$ cat config.mk
export PLATFORM = sky130hd
export DESIGN_NAME = alu_pipeline_hs
export DESIGN_NICKNAME = d
export VERILOG_FILES = /design/src/rtl/alu_pipeline_hs.sv
export SDC_FILE = /design/constraint.sdc
export NUM_CORES = 1
export LEC_CHECK = 0
export CAP_MARGIN = 15
export CORE_UTILIZATION = 25
export DETAILED_ROUTE_END_ITERATION = 7
export GPL_ROUTABILITY_DRIVEN = 0
export SETUP_SLACK_MARGIN = 0.2
export SYNTH_ARGS = -nofsm -noshare
export SYNTH_HDL_FRONTEND = slang
export SYNTH_SLANG_ARGS = --single-unit
$ cat constraint.sdc
create_clock -name clk -period 12.89 [get_ports clk]
set_input_delay 1.289 -clock clk [delete_from_list [all_inputs] [get_ports clk]]
set_output_delay 1.289 -clock clk [all_outputs]
set_load 0.05 [all_outputs]
$ cat src/rtl/alu_pipeline_hs.sv
// alu_pipeline_hs: a three-register, two-ALU arithmetic pipeline with valid/ready
// handshakes on both sides.
// Stage A computes t = op1 OPA op2, and stage B computes r = t OPB op1.
// A stage advances whenever it is empty or the stage after it advances, so
// bubbles collapse and backpressure ripples upstream within the same cycle.
// A flush drops every in-flight transaction. Reset does the same and also clears
// the data registers.
module alu_pipeline_hs #(
  parameter int DWIDTH = 32
) (
  input  logic              clk,
  input  logic              rst,
  input  logic              flush_i,
  input  logic              valid_i,
  output logic              ready_o,
  input  logic [DWIDTH-1:0] op1_i,
  input  logic [DWIDTH-1:0] op2_i,
  input  logic [1:0]        sela_i,
  input  logic [1:0]        selb_i,
  output logic              valid_o,
  input  logic              ready_i,
  output logic [DWIDTH-1:0] res_o,
  output logic [1:0]        count_o
);

  localparam logic [1:0] OP_ADD = 2'b00;
  localparam logic [1:0] OP_SUB = 2'b01;
  localparam logic [1:0] OP_AND = 2'b10;
  localparam logic [1:0] OP_XOR = 2'b11;

  // S1: input registers
  logic              s1_v;
  logic [DWIDTH-1:0] s1_op1;
  logic [DWIDTH-1:0] s1_op2;
  logic [1:0]        s1_sela;
  logic [1:0]        s1_selb;

  // S2: stage A result, plus the op1 that travels with its transaction
  logic              s2_v;
  logic [DWIDTH-1:0] s2_op1;
  logic [DWIDTH-1:0] s2_t;
  logic [1:0]        s2_selb;

  // S3: output register
  logic              s3_v;
  logic [DWIDTH-1:0] s3_r;

  logic adv1;
  logic adv2;
  logic adv3;
  logic in_fire;

  // Shared ALU. Every result wraps modulo 2^DWIDTH, and sub is a - b.
  function automatic logic [DWIDTH-1:0] alu(input logic [1:0] sel,
                                            input logic [DWIDTH-1:0] a,
                                            input logic [DWIDTH-1:0] b);
    logic [DWIDTH-1:0] y;
    case (sel)
      OP_ADD:  y = a + b;
      OP_SUB:  y = a - b;
      OP_AND:  y = a & b;
      OP_XOR:  y = a ^ b;
      default: y = '0;
    endcase
    return y;
  endfunction

  // Ready chain from the output backwards: a stage may load if it is empty or its successor moves.
  always_comb begin
    adv3    = !s3_v || ready_i;
    adv2    = !s2_v || adv3;
    adv1    = !s1_v || adv2;
    ready_o = adv1 && !flush_i;
    in_fire = valid_i && ready_o;
  end

  // Valid bits: reset beats flush, and flush beats normal advance. A stage that loads takes its predecessor's valid.
  always_ff @(posedge clk) begin
    if (!rst) begin
      s1_v <= 1'b0;
      s2_v <= 1'b0;
      s3_v <= 1'b0;
    end else if (flush_i) begin
      s1_v <= 1'b0;
      s2_v <= 1'b0;
      s3_v <= 1'b0;
    end else begin
      if (adv1) s1_v <= in_fire;
      if (adv2) s2_v <= s1_v;
      if (adv3) s3_v <= s2_v;
    end
  end

  // Data path: S1 captures on an accepted input, and S2/S3 follow the advance chain. Values in invalid stages are ignored.
  always_ff @(posedge clk) begin
    if (!rst) begin
      s1_op1  <= '0;
      s1_op2  <= '0;
      s1_sela <= '0;
      s1_selb <= '0;
      s2_op1  <= '0;
      s2_t    <= '0;
      s2_selb <= '0;
      s3_r    <= '0;
    end else begin
      if (in_fire) begin
        s1_op1  <= op1_i;
        s1_op2  <= op2_i;
        s1_sela <= sela_i;
        s1_selb <= selb_i;
      end
      if (adv2) begin
        s2_op1  <= s1_op1;
        s2_t    <= alu(s1_sela, s1_op1, s1_op2);
        s2_selb <= s1_selb;
      end
      if (adv3) begin
        s3_r <= alu(s2_selb, s2_t, s2_op1);
      end
    end
  end

  assign valid_o = s3_v;
  assign res_o   = s3_r;
  assign count_o = {1'b0, s1_v} + {1'b0, s2_v} + {1'b0, s3_v};

endmodule

==> reports/qor.yml, run 1 <==
status: "complete, but fails checks"
violations: "DRC"
area_growth_pct: 17.4
synth_cell_types: 76
p_leak_nw: 5.92
rows: 82
antenna_found_initial: 0
max-slew-margin-rel: 0.347
core-area_um2: 50100
die_y_um: 227
clockBufferDepth: 2
seq_area_frac_synth: 0.267
fin_crit_ps: 5100
finalWirelength_mm: 38.1
grt_usage: 0.149
cts.reportedPaths.clkPinSlew_ps: 70
wl_per_cell_um: 16.1
grt_pass1_wl_mm: 61.4
vias: 11700
peakVddDrop_mv: 0.101
startpoint_type: "input pin"
cp_num_buf_inv: 4
cts_tree: "yes"
r2r_end: "res_o[31]"
drc_errors: 1
worst_hold_path.num_cells: 2
grt_pass1_vias: 11300
avgSynthCellArea_um2: 7.70
cp_slowest_cell: "clkdlybuf4s50_1"
path_class: "in -> out"
rrSetupSlack_ps: 8260
final_net_count: 1896
die_area_um2: 51600
holdCritPathClass: "reg -> reg"
syn_inst: 1646
diodes: 0
utilization: 0.297
grt_overflow: 0
p_per_area_nw_per_um2: 141
synth_edf_count: 0
fillerInstances: 5381
finClkSkew_ps: 10.2
drive_gt1_frac: 0.0487
tns_ps: 0
startpoint: "ready_i"
yosysWarnings: 0
cts_root_buffer: "clkbuf_16"
placed_cells: 2345
fin_crit_sh: 0.396
r2r-start: "s2_op1[2]"
tightest_slew_ps: 979
htreeDepth: 4
ctsResizeCount: 0
syn_area_um2: 12700
finalSetupViolCount: 0
ys_ff_latch: 169
fmax_mhz: 196
register_area_um2: 3390
final_common_cell: "nand2_1"
crit_path_cell_trace: "clkdlybuf4s50_1 > nor2b_2 > buf_4 > and2_2 > buf_4 > a21oi_1 > clkdlybuf4s50_1"
cp_max_fo: 60
hold-worst-slack_ps: 453
ios: 109
rr_worst_depth: 16
worstPathRequired_ps: 11600
slowest_delay_ps: 740
clock_latency_ps: 440
ctsHoldBuffers: 0
antenna_left: 0
slew_viol_final: 0
viasPerCell: 4.94
path_depth: 7
multiInputGateArea_um2: 8800
grt_max_degree: 80
die_w_um: 227
end_kind: "output port"
first_iter_violations: 1049
dpl.hpwl_mm: 29.3
postCtsSetupBuffers: 0
cts_sinks: 169
cp_data_arrival_time_ps: 3810
min_to: "s2_selb[0]"
synth_fp_nets: 1850
start_util: 0.253
hold_viol: 0
port_buffers: 108
hold_start: "s1_selb[0]"
layout.cells.most_common_list: "308 x nand2_1, 240 x a21oi_1, 167 x dfxtp_1"
stdcell_count: 2376
dr.pass1.iters: 7
rsz0062_at_grt: "no"
async_flop_share: 0
maxCapViolCount: 0
total_power_mw: 2.10
cts_buffers: 17
cp_top_family: "buffers and inverters"
dominantRegCellSynth: "dfxtp_1"
-- through the flow --
step	setup slack, ps	cell area [um2]
6_report	7790	14900
5_1_grt	7600	14900
4_1_cts	7780	14900
3_5_place_dp	7790	14300
3_3_place_gp	7770	14300
2_1_floorplan	8730	12700
-- per-layer routing --
layer,global-route usage,share of wire
met1,0.216,0.51
met3,0.0222,0.052
met4,0.0396,0.017
met2,0.227,0.42
met5,0,0
-- synth_stat cells, drive strengths merged (3+ instances only) --
cell     count  share of area
nand2      311          0.092
a21oi      240          0.095
dfxtp      169           0.27
ha         128           0.13
nor2        94          0.028
clkbuf      74          0.023
o21ai       72          0.028
mux2i       62          0.049
xnor2       59          0.041
nand3       45          0.018
xor2        45          0.031
a21o        35          0.021
o211ai      34          0.020
inv         27         0.0080
nor3        25          0.011
a31oi       20         0.0099
o31ai       20          0.012
buf         19         0.0081
o21bai      14         0.0083
a211oi      12         0.0071
nand4       12         0.0064
and2        11         0.0054
or4         11         0.0078
or3         10         0.0049
nand2b       9         0.0044
nor2b        8         0.0045
o221ai       8         0.0055
a21boi       6         0.0036
nor4         6         0.0058
o21a         6         0.0036
o41ai        6         0.0068
and3         5         0.0026
mux2         5         0.0044
o2111ai      5         0.0035
a2111oi      4         0.0042
fa           3         0.0047
nand3b       3         0.0018
-- power breakdown --
part	internal, mW	leakage (nW)	switching, mW
Clock	0.286	0.287	0.233
Combinational	0.367	4.25	0.557
Sequential	0.590	1.39	0.0717
-- flip-flops by register name (all words and copies together), names as in the netlist --
signal,count
res_o,32
s1_op1,32
s1_op2,32
s1_sela,2
s1_selb,2
s1_v,1
s2_op1,32
s2_selb,2
s2_t,32
s2_v,1
valid_o,1
-- logic make-up after synthesis --
kind of cell | count (synthesis) | synth area share
buffers and inverters | 122 | 0.0399
multiplexers | 67 | 0.0534
AND/OR/NAND/NOR | 556 | 0.198
flip-flops | 169 | 0.267
adder cells (fa/ha/maj) | 131 | 0.131
AO/OA/AOI/OAI | 497 | 0.240
XOR/XNOR | 104 | 0.0718
-- how the worst max path moves through the flow --
stage / to / slack [ps]
after floorplan: res_o[31] / 8730
after global placement: ready_o / 7770
after detailed placement: ready_o / 7790
after CTS: ready_o / 7780
after global routing: ready_o / 7600
final: ready_o / 7790
-- worst register-to-register path, stage by stage, from the launching register on --
cell	delay (ps)
dfxtp_1	380
or4_4	610
nor3_4	220
nand4_2	210
nor3_2	250
nand3b_1	190
o31ai_1	290
xor2_1	110
ha_1	420
and3_1	290
nand3_1	140
or4b_1	510
o31ai_1	90
a2111oi_0	130
or4_1	530
nand3_1	100
nand2_1	50
-- layout make-up --
cell class | count | share of cell area
well taps | 672 | 0.0565
clock buffers | 21 | 0.0316
clock inverters | 10 | 0.00723
inverters | 28 | 0.00723
multi-input cells | 1355 | 0.591
repair buffers | 121 | 0.0788
flip-flops and latches | 169 | 0.227
Power figures use the tool's default switching activity.
==> run 2, diff against run 1 <==
==> constraint.sdc (replaced) <==
create_clock -name clk -period 4.1 [get_ports clk]
set_input_delay 0.41 -clock clk [delete_from_list [all_inputs] [get_ports clk]]
set_output_delay 0.41 -clock clk [all_outputs]
set_load 0.05 [all_outputs]
==> reports/qor.yml, run 2 (synthesis gave the netlist of run 1 again) <==
first_iter_violations: 981  # -6.5%
cp_max_fo: 4  # -93%
drive_gt1_frac: 0.126  # +0.0772
diodes: 0  # unchanged
antenna_left: 0  # unchanged
dpl_cell_area_um2: 14700  # +2.5%
end_kind: "flip-flop"
tightest_slew_ps: 722  # -257 ps
antenna_found_initial: 0  # unchanged
rsz0062_at_grt: "yes"
grt_usage: 0.153  # +0.00413
viasPerCell: 5.00  # +1.4%
grt_max_degree: 69  # -14%
dp_slack_ps: 95.5  # -7690 ps
peakVddDrop_mv: 0.320  # +220%
startpoint_type: "flip-flop"
finClkSkew_ps: 14.0  # +3.76 ps
clock_latency_ps: 450  # about the same
vias: 12200  # +3.9%
slew_viol_final: 0  # unchanged
die_y_um: 227  # unchanged
rows: 82  # unchanged
fin_crit_sh: 0.973
die_w_um: 227  # unchanged
cts_tree: "yes"
final_net_count: 1954  # +3.1%
hold_viol: 0  # unchanged
worstPathRequired_ps: 4440  # -7160 ps
path_class: "reg -> reg"
fin_area_um2: 15800  # +6.3%
worst_hold_path.num_cells: 3  # +1
cts.reportedPaths.clkPinSlew_ps: 70  # about the same
rrSetupSlack_ps: 110  # -8150 ps
grt_overflow: 0  # unchanged
port_buffers: 108  # unchanged
layout.cells.most_common_list: "303 x nand2_1, 226 x a21oi_1, 163 x dfxtp_1"
holdCritPathClass: "in -> reg"
die_area_um2: 51600  # unchanged
area_growth_pct: 24.8
max-slew-margin-rel: 0.518  # +0.171
final_common_cell: "nand2_1"
finalWirelength_mm: 40.0  # +4.9%
wl_per_cell_um: 16.4  # +2.4%
rr_worst_depth: 15  # -1
clockBufferDepth: 2  # unchanged
p_leak_nw: 6.28  # +6.0%
cts_buffers: 17  # unchanged
drc_errors: 0  # -1
dpl.hpwl_mm: 30.6  # +4.5%
core-area_um2: 50100  # unchanged
maxCapViolCount: 0  # unchanged
grt_pass1_vias: 11500  # +2.1%
cp_data_arrival_time_ps: 4320  # +510 ps
total_power_mw: 6.99  # +230%
finalSetupViolCount: 0  # unchanged
dr.pass1.iters: 5  # -2
stdcell_count: 2435  # +2.5%
cts_root_buffer: "clkbuf_16"
start_util: 0.253  # unchanged
setup_slack_ps: 112  # -7680 ps
p_per_area_nw_per_um2: 442  # +210%
placed_cells: 2388  # +1.8%
status: "complete, no violations"
htreeDepth: 4  # unchanged
ios: 109  # unchanged
fin_crit_ps: 3990
grt_pass1_wl_mm: 62.9  # +2.5%
cts_sinks: 169  # unchanged
fmax_mhz: 251
[run 2: cell count changes in the layout (fill, tap and decap cells not counted), moves of 5 or more]
cell	before	now
o21ai_2	0	6
o21ai_0	70	54
a21oi_1	240	226
o21ai_1	2	12
o31ai_2	0	9
nand2_1	308	303
ha_1	128	123
buf_4	13	68
o31ai_1	20	9
a21oi_2	0	12
[run 2: final timing paths]
kind / startpoint / to
worst max-delay path: s1_op2[4] / s2_t[30]
worst max register to register: s1_op2[4] / s2_t[30]
worst min register to register: res_o[9] / res_o[9]
worst min-delay path: rst / s1_v
[run 2: layout make-up]
type                            count  area [um2]
Inverter                           28         108
Timing Repair Buffer              179        1620
Sequential cell                   169        3390
Fill cell                        5353       34200
Multi-Input combinational cell   1355        9290
Clock buffer                       19         433
Clock inverter                     13         145
Tap cell                          672         841
[run 2: metrics by stage]
stage | hold slack (ps) | setup TNS, ps | utilization
2_1_floorplan | 437 | 0 | -
3_3_place_gp | 444 | 0 | 0.293
3_5_place_dp | 447 | 0 | 0.293
4_1_cts | 338 | 0 | 0.305
5_1_grt | 358 | -85.6 | 0.316
6_report | 346 | 0 | 0.316
[run 2: timing repair]
action,in CTS,in global routing
gates cloned,0,0
pin swaps,4,43
setup endpoints to repair,6,25
buffers inserted,1,14
resized for setup,8,109
hold buffers,0,0
[run 2: metal layers]
layer,GRT usage,share of wire,vias up
met4,0.0383,0.017,0
li1,-,-,6099
met1,0.222,0.50,5618
met5,0,0,-
met2,0.237,0.44,413
met3,0.0191,0.047,55
[run 2: power by group]
part	internal (mW)	switching [mW]	total, mW
clock network	0.905	0.741	1.65
registers	1.86	0.211	2.07
logic	1.35	1.93	3.28
[run 2: critical path, cell delays in order (launching register included)]
cell and delay [ps]:
dfxtp_2 330, or4_4 560, nor4_4 240, and2b_2 260, nand2_4 90, o31ai_2 210
xor2_1 180, ha_1 280, a21oi_1 220, o21ai_2 110, a21oi_2 140, nor2_1 70
o41a_1 440, or4b_4 540, a21oi_2 140, o21ai_1 60
